**src/rtl/store_flush_sequencer.sv**
```systemverilog
// Purpose: drains the four 64-bit rows of the core store-register bank into data memory when all cores raise MEMWR.
// Latency: trigger at edge T -> SELECT/ISSUE pairs in cycles T+1..T+8, DONE in T+9 (MEM_READY high).
// Backpressure: MEM_WE/MEM_ADDR/MEM_WDATA hold while MEM_READY is low; abort with sticky ERROR after TIMEOUT stalls.
module store_flush_sequencer #(
    parameter int          NUM_ROWS   = 4,
    parameter logic [3:0]  ROW_BASE   = 4'b1000,
    parameter int          ADDR_WIDTH = 8,
    parameter int          DATA_WIDTH = 64,
    parameter int          TIMEOUT    = 16
) (
    input  logic                  clk,
    input  logic                  rstn,
    input  logic                  MEMWR_1,
    input  logic                  MEMWR_2,
    input  logic                  MEMWR_3,
    input  logic                  MEMWR_4,
    input  logic [ADDR_WIDTH-1:0] MEM_BASE,
    input  logic [DATA_WIDTH-1:0] ROW_DATA,
    input  logic                  MEM_READY,
    output logic                  WRITE_MEM,
    output logic [3:0]            ROW_ADDR,
    output logic                  MEM_WE,
    output logic [ADDR_WIDTH-1:0] MEM_ADDR,
    output logic [DATA_WIDTH-1:0] MEM_WDATA,
    output logic                  BUSY,
    output logic                  DONE,
    output logic                  ERROR
);

    localparam int ROW_W  = (NUM_ROWS > 1) ? $clog2(NUM_ROWS) : 1;
    localparam int WAIT_W = $clog2(TIMEOUT) + 1;

    localparam logic [ROW_W-1:0]  LAST_ROW  = ROW_W'(NUM_ROWS - 1);
    localparam logic [WAIT_W-1:0] WAIT_LAST = WAIT_W'(TIMEOUT - 1);

    typedef enum logic [1:0] {
        S_IDLE,
        S_SELECT,
        S_ISSUE,
        S_DONE
    } state_t;

    state_t                state;
    logic [ROW_W-1:0]      row;
    logic [WAIT_W-1:0]     wait_cnt;
    logic [ADDR_WIDTH-1:0] base_q;
    logic                  all_wr_q;

    logic                  all_wr;
    logic                  trigger;
    logic                  xfer;
    logic [ROW_W-1:0]      row_nxt;

    // Trigger detection and handshake qualification; MEM_READY only counts while a write is offered.
    always_comb begin
        all_wr  = MEMWR_1 & MEMWR_2 & MEMWR_3 & MEMWR_4;
        trigger = all_wr & ~all_wr_q & (state == S_IDLE);
        xfer    = MEM_WE & MEM_READY;
        row_nxt = row + ROW_W'(1);
    end

    // Flush FSM with all outputs registered alongside the state so they change only at clock edges (or reset).
    always_ff @(posedge clk or negedge rstn) begin
        if (!rstn) begin
            state     <= S_IDLE;
            row       <= '0;
            wait_cnt  <= '0;
            base_q    <= '0;
            all_wr_q  <= 1'b0;
            WRITE_MEM <= 1'b0;
            ROW_ADDR  <= 4'b0000;
            MEM_WE    <= 1'b0;
            MEM_ADDR  <= '0;
            MEM_WDATA <= '0;
            BUSY      <= 1'b0;
            DONE      <= 1'b0;
            ERROR     <= 1'b0;
        end else begin
            // Tracked every cycle so a level held through a flush never looks like a new edge afterwards.
            all_wr_q <= all_wr;

            case (state)
                S_IDLE: begin
                    if (trigger) begin
                        base_q    <= MEM_BASE;
                        row       <= '0;
                        ERROR     <= 1'b0;
                        WRITE_MEM <= 1'b1;
                        ROW_ADDR  <= ROW_BASE;
                        BUSY      <= 1'b1;
                        state     <= S_SELECT;
                    end
                end

                S_SELECT: begin
                    // Bank presents the selected row this cycle; capture it as the write payload.
                    MEM_WDATA <= ROW_DATA;
                    MEM_ADDR  <= base_q + ADDR_WIDTH'(row);
                    wait_cnt  <= '0;
                    WRITE_MEM <= 1'b0;
                    MEM_WE    <= 1'b1;
                    state     <= S_ISSUE;
                end

                S_ISSUE: begin
                    if (xfer) begin
                        // A ready on the final wait cycle still completes the row.
                        MEM_WE <= 1'b0;
                        if (row == LAST_ROW) begin
                            BUSY  <= 1'b0;
                            DONE  <= 1'b1;
                            state <= S_DONE;
                        end else begin
                            row       <= row_nxt;
                            WRITE_MEM <= 1'b1;
                            ROW_ADDR  <= ROW_BASE + 4'(row_nxt);
                            state     <= S_SELECT;
                        end
                    end else if (wait_cnt == WAIT_LAST) begin
                        ERROR  <= 1'b1;
                        MEM_WE <= 1'b0;
                        BUSY   <= 1'b0;
                        state  <= S_IDLE;
                    end else begin
                        wait_cnt <= wait_cnt + WAIT_W'(1);
                    end
                end

                S_DONE: begin
                    DONE  <= 1'b0;
                    state <= S_IDLE;
                end

                default: begin
                    WRITE_MEM <= 1'b0;
                    MEM_WE    <= 1'b0;
                    BUSY      <= 1'b0;
                    DONE      <= 1'b0;
                    state     <= S_IDLE;
                end
            endcase
        end
    end

endmodule

```
**config.mk**
```make
export PLATFORM = sky130hd
export DESIGN_NAME = store_flush_sequencer
export DESIGN_NICKNAME = d
export VERILOG_FILES = /design/src/rtl/store_flush_sequencer.sv
export SDC_FILE = /design/constraint.sdc
export NUM_CORES = 1
export LEC_CHECK = 0
export CORE_ASPECT_RATIO = 0.6
export CORE_UTILIZATION = 43
export DETAILED_ROUTE_END_ITERATION = 8
export PLACE_DENSITY = 0.77
export RECOVER_POWER = 100
export SLEW_MARGIN = 20
export SYNTH_ARGS = -nofsm -noshare
export SYNTH_HDL_FRONTEND = slang
export SYNTH_SLANG_ARGS = --single-unit
```
**constraint.sdc**
```tcl
create_clock -name clk -period 2.22 [get_ports clk]
set_input_delay 0.222 -clock clk [delete_from_list [all_inputs] [get_ports clk]]
set_output_delay 0.222 -clock clk [all_outputs]
set_load 0.005 [all_outputs]
```
==> impl_results.md, run 1 <==
- Status: complete, no violations
- Largest net degree at the start of global routing: 44
- End of the worst register-to-register path: base_q[7]$_DFFE_PN0P_
- Setup CP Type: reg -> reg
- Hold Path Sink: MEM_WDATA[43]$_DFFE_PN0P_
- Antenna diodes: 0
- FF-to-FF setup slack: 0.32 ns
- DP Cell Count: 579
- Area of the core: 8816 um2
- CP required: 2.45 ns
- Design Power: 8058 uW
- Max clock buf depth: 2
- Worst vdd ir: 0.0007367 V
- Hold_sp: ROW_DATA[43]
- Remaining global-route overflow: 0
- Initial antenna violation count: 0
- CP Max Fanout: 9
- Startpoint Class: register
- Total track usage: 21.06%
- Port Buffer Count: 158
- Die W: 127.1 um
- Chip Height: 77.06 um
- Layout cells sized above 1: 20.90%
- Pwr Density: 1329 nW/um2
- Post-synthesis average cell area: 13.46 um2
- Final ANT Viol Nets: 0
- Num CTS Buffers: 9
- Ys flop type: dfrtp_1
- Detailed placement HPWL: 7.387 mm
- Gpl congestion: 0.8687
- Synth top area cells: dfrtp_1, mux2_2, ha_1
- Mapped Cells: 300
- DRT Wirelength: 9.756 mm
- Slew of the pin with the lowest slew margin: 0.8339 ns
- H-Tree Depth: 3
- Register Area: 2402 um2
- Multi-input logic area: 1531 um2
- Post-CTS setup buffers: 0
- I/O pin cnt: 160
- Area of the mapped netlist: 4038 um2
- TritonRoute pass-1 iters: 5
- Die area: 9794 um2
- Rel. slew slack: 44.41%
- Synth top area share: 59.50%
- FF-to-FF Start: state[0]$_DFFE_PN0P_
- Worst-path clk slew: 0.07 ns
- Mean routed wirelength per cell: 16.40 um
- First-pass GRT wire length: 15.91 mm
- Worst EP arrival: 2.13 ns
- Max Cap Violations: 0
- Final Max Tran Viols: 0
- Clock Latency Late Sink: 0.34 ns
- Vias in the first global route: 3050
- DRC Markers: 0
- Worst Hold Class: in -> reg
- Critical Path Sink Type: register
- Register area share after synthesis: 59.50%
- Final Hold Fails: 0
- Avg Vias per Cell: 4.884
- Syn nets: 391
- Initial Util: 45.80%
- Post-Layout Cell Count: 595
- Nets: 556
- Most frequent cells after synthesis: dfrtp_1, mux2_2, inv_1, nor2_1, a21oi_1
- Leak Pwr: 0.002558 uW
- Cell depth of the worst hold path: 2
- Setup TNS Final: 0 ns
- Fin crit period: 1.901 ns
- RSZ-0062 raised after global routing: no
- Cell Rows: 26
- Count leader, synth: dfrtp_1
- Vias: 2906
- # setup viols final: 0
- Clock Sinks: 96
- Fillers: 651
- Clk root buf: clkbuf_16
- Final core utilization: 68.75%
- CTS tree: yes
- Synth area leader: dfrtp_1
- Layout area overhead: 50.11%
- Tcrit/Tclk final: 85.62%
- Synthesis-stage register bit count: 96
- Ys Warns: 0
- Setup Skew: 0.004703 ns
- Number of DRC markers in iteration 0: 119
- Ys async rst share: 100.0%
- EDFF count, synth: 0
- Post-synth cell types: 37
- Fmax: 526.1 MHz
- R2r worst-path depth: 5
==> worst max-delay path, cell delays in order, from the launching register on <==
cell and delay (ns):
dfrtp_1 0.49, inv_1 0.13, ha_1 0.29, nor2b_1 0.18
nand2_1 0.31, mux2_2 0.39
==> layout by cell type (no fill, tap or decap), types with 2 or more instances in the layout <==
master,n
a22o_1,3
xnor2_1,3
dfrtp_1,96
o22ai_1,2
clkinv_4,2
nor2b_1,4
clkdlybuf4s50_1,76
nor2_1,14
clkbuf_16,9
a21oi_1,13
nand4_1,6
mux2_2,74
nand2_1,12
dlygate4sd3_1,82
buf_4,2
xor2_1,3
o21ai_0,6
a31oi_1,2
clkbuf_2,4
clkinvlp_4,4
mux2i_1,2
nand3_1,7
inv_1,14
ha_1,10
o221ai_1,2
==> through the flow <==
step | setup slack [ns] | hold slack [ns] | cell area, um2
final | 0.3192 | 0.4898 | 6061
after global placement | 0.4562 | 0.2013 | 5804
after global routing | 0.2020 | 0.4881 | 6061
after CTS | 0.2768 | 0.3792 | 6087
after detailed placement | 0.3005 | 0.2052 | 5804
after floorplan | 0.4518 | -0.07359 | 4038
==> layout make-up <==
type,count,area share (%)
Sequential cell,96,39.64
Timing Repair Buffer,166,27.13
Multi-Input combinational cell,178,25.27
Clock buffer,9,3.716
Tap cell,126,2.601
Inverter,14,0.8671
Clock inverter,6,0.7845
==> registers in the layout (all words and copies together), names as in the netlist <==
name	cells
base_q	8
WRITE_MEM	1
ERROR	1
all_wr_q	1
BUSY	1
row	1
wait_cnt	5
state	2
MEM_WDATA	64
MEM_ADDR	8
ROW_ADDR	2
MEM_WE	1
DONE	1
==> cells by family (layout without fill, tap and decap cells) <==
group	after synthesis	after routing	synth area share, %
AO/OA/AOI/OAI	35	35	5.547
XOR/XNOR	6	6	1.302
adder cells (fa/ha/maj)	12	12	3.905
buffers and inverters	26	195	2.789
flip-flops	96	96	59.50
multiplexers	76	76	21.13
other	1	1	0.09288
AND/OR/NAND/NOR	48	48	5.733
==> how the worst max path moves through the flow <==
stage | start | endpoint | slack (ns)
CTS | state[0]$_DFFE_PN0P_ | base_q[0]$_DFFE_PN0P_ | 0.28
finish | state[0]$_DFFE_PN0P_ | base_q[7]$_DFFE_PN0P_ | 0.32
floorplan | wait_cnt[0]$_DFFE_PN0P_ | wait_cnt[3]$_DFFE_PN0P_ | 0.45
global placement | state[0]$_DFFE_PN0P_ | base_q[7]$_DFFE_PN0P_ | 0.46
detailed placement | state[0]$_DFFE_PN0P_ | base_q[7]$_DFFE_PN0P_ | 0.30
global route | state[0]$_DFFE_PN0P_ | base_q[7]$_DFFE_PN0P_ | 0.20
==> where the power goes <==
part / internal, uW / leakage [uW] / switching (uW) / total [uW]
registers: 2570 / 0.00114 / 462 / 3030
clock network: 756 / 0.000120 / 660 / 1420
logic: 2190 / 0.00129 / 1420 / 3610
==> timing repair <==
action | 4_1_cts | 5_1_grt
hold endpoints to repair | 31 | 0
gates resized for setup | 0 | 0
hold buffers | 1 | 0
setup endpoints to repair | 0 | 0
==> metal layers <==
layer / track usage, % / up-vias / wire length (um)
met4: 5.000 / 0 / 60
met1: 28.95 / 1398 / 4637
met5: 0 / - / 0
met2: 32.58 / 111 / 4426
li1: - / 1391 / -
met3: 6.629 / 6 / 631
(Power assumes the default switching activity.)
==> run 2, diff against run 1 <==
--- a/config.mk
+++ b/config.mk
@@ -8,4 +8,5 @@
 export CORE_ASPECT_RATIO = 0.6
 export CORE_UTILIZATION = 43
+export CTS_BUF_LIST = sky130_fd_sc_hd__clkbuf_4 sky130_fd_sc_hd__clkbuf_8 sky130_fd_sc_hd__clkbuf_16
 export DETAILED_ROUTE_END_ITERATION = 8
 export PLACE_DENSITY = 0.77
==> constraint.sdc (replaced) <==
create_clock -name clk -period 2.22 [get_ports clk]
set_input_delay 0.444 -clock clk [delete_from_list [all_inputs] [get_ports clk]]
set_output_delay 0.444 -clock clk [all_outputs]
set_load 0.005 [all_outputs]
==> run 2 against run 1 <==
Compared with the run above:
- sequential cell count stayed put
- final cell count is 0.50% higher
- clock skew hardly changed
- largest cell class unchanged
- highest routed layer unchanged
==> impl_results.md, run 2 (same netlist as run 1, synthesis figures left out) <==
- Status: complete, no violations
- Top reg by flops: MEM_WDATA
- # setup viols final: 0
- Worst-path clk slew: 0.07 ns
- Post-Layout Cell Count: 598
- DP Cell Count: 582
- Post-CTS setup buffers: 0
- Max Cap Violations: 0
- Leak Pwr: 0.002607 uW
- Tcrit/Tclk final: 90.56%
- I/O pin cnt: 160
- Vias in the first global route: 3060
- H-Tree Depth: 3
- Die W: 127.1 um
- First-pass GRT wire length: 16.17 mm
- Slew of the pin with the lowest slew margin: 1.091 ns
- Port Buffer Count: 158
- Antenna diodes: 0
- Fmax: 497.4 MHz
- Max clock buf depth: 2
- Initial Util: 45.80%
- Chip Height: 77.06 um
- Worst EP arrival: 2.22 ns
- Initial antenna violation count: 0
- Number of DRC markers in iteration 0: 173
- Crit path top cell by count: ha_1
- CP required: 2.43 ns
- CP peak stage delay: 0.42 ns
- Area of the core: 8816 um2
- Mean routed wirelength per cell: 16.76 um
- Rel. slew slack: 27.30%
- Setup CP Type: reg -> reg
- Remaining global-route overflow: 0
- Clock Latency Late Sink: 0.34 ns
- Fillers: 646
- Pwr Density: 1355 nW/um2
- Setup TNS Final: 0 ns
- Setup Skew: 0.005100 ns
- RSZ-0062 raised after global routing: no
- Cell Rows: 26
- DRC Markers: 0
- Critical Path Sink Type: register
- Final worst-path setup slack: 0.2095 ns
- CTS tree: yes
- TritonRoute pass-1 iters: 4
- CP Max Fanout: 8
- Startpoint Class: register
- Gpl congestion: 0.8515
- R2r worst-path depth: 8
- Final Max Tran Viols: 0
- Largest net degree at the start of global routing: 42
- Detailed placement HPWL: 7.585 mm
- Fin crit period: 2.011 ns
- Sequence of cells on the critical path: ha_1, and3_1, ha_1, a21oi_1, clkbuf_1, nand4_1, nand3_1, o221ai_1
- CTS Hold Buffers Added: 0
- Top Registers: MEM_WDATA (64), MEM_ADDR (8), base_q (8)
- Layout cells sized above 1: 20.76%
- Nets: 558
- Vias: 2971
- Final ANT Viol Nets: 0
- Num CTS Buffers: 9
- DRT Wirelength: 10.02 mm
- Highest-count cells in the layout ignoring fill and taps: dfrtp_1, dlygate4sd3_1, clkdlybuf4s50_1
- CTS-repair resized insts: 0
- Final Hold Fails: 0
- Clock Sinks: 96
- Most common cell after layout, fill and taps aside: dfrtp_1
- Clk root buf: clkbuf_16
- Layout area overhead: 51.60%
- Worst vdd ir: 0.0006132 V
- Final core utilization: 69.43%
- Max FFs per register: 64
- Critical-path top delay cell: dfrtp_1
- Total track usage: 21.82%
- Avg Vias per Cell: 4.968
- Place WS: 0.1708 ns
- Die area: 9794 um2
- Worst Hold Class: in -> async
==> run 2: critical path, delay by kind of cell, from the launching register on <==
family / cells / cell delay [ns]
and+or+nand+nor: 3 / 0.44
buffers and inverters: 1 / 0.30
adders and majority gates: 2 / 0.46
DFF: 1 / 0.42
AOI/OAI and AO/OA: 2 / 0.25
==> run 2: path summary, 6_finish.rpt <==
check | start | to | slack (ns)
worst min-delay path | rstn | MEM_WDATA[45]$_DFFE_PN0P_ | 0.30
worst min register to register | MEM_WDATA[12]$_DFFE_PN0P_ | MEM_WDATA[12]$_DFFE_PN0P_ | 0.50
worst max register to register | wait_cnt[0]$_DFFE_PN0P_ | wait_cnt[3]$_DFFE_PN0P_ | 0.21
worst max-delay path | wait_cnt[0]$_DFFE_PN0P_ | wait_cnt[3]$_DFFE_PN0P_ | 0.21
min in group clk | MEM_WDATA[12]$_DFFE_PN0P_ | MEM_WDATA[12]$_DFFE_PN0P_ | 0.50
max in group asynchronous | rstn | MEM_WDATA[8]$_DFFE_PN0P_ | 0.47
==> run 2: report_power, final <==
part	total [uW]	internal, uW	leakage (uW)	switching [uW]
logic	3620	2190	0.00130	1430
clock network	1640	995	0.000160	642
registers	3040	2570	0.00114	466
==> run 2: final cells by class <==
cell class | instances | area [um2] | share of cell area [%]
clock buffers | 10 | 232.7 | 3.802
multi-input cells | 178 | 1525 | 24.92
inverters | 14 | 52.55 | 0.8585
well taps | 126 | 157.7 | 2.576
clock inverters | 6 | 83.83 | 1.370
flip-flops and latches | 96 | 2402 | 39.25
repair buffers | 168 | 1667 | 27.23
==> run 2: per-stage QoR <==
step                power (uW)  cell area [um2]  hold slack (ns)
detailed placement        7048             5839           0.4807
global route              8842             6121           0.3810
floorplan                 4869             4038           0.1484
CTS                       8706             6156           0.1169
finish                    8296             6121           0.3006
global placement          6896             5839           0.4799
==> run 2: routing by layer <==
metal / track usage [%] / share of wire, %
met5: 0 / 0
met4: 5.000 / 0.87
met3: 6.978 / 6.4
met2: 33.96 / 46
met1: 29.81 / 47
==> run 3, diff against run 2 <==
- CTS_CLUSTER_SIZE: unset -> 28
==> results of run 3 <==
Final layout, timing and power as in run 2 (identical DEF).
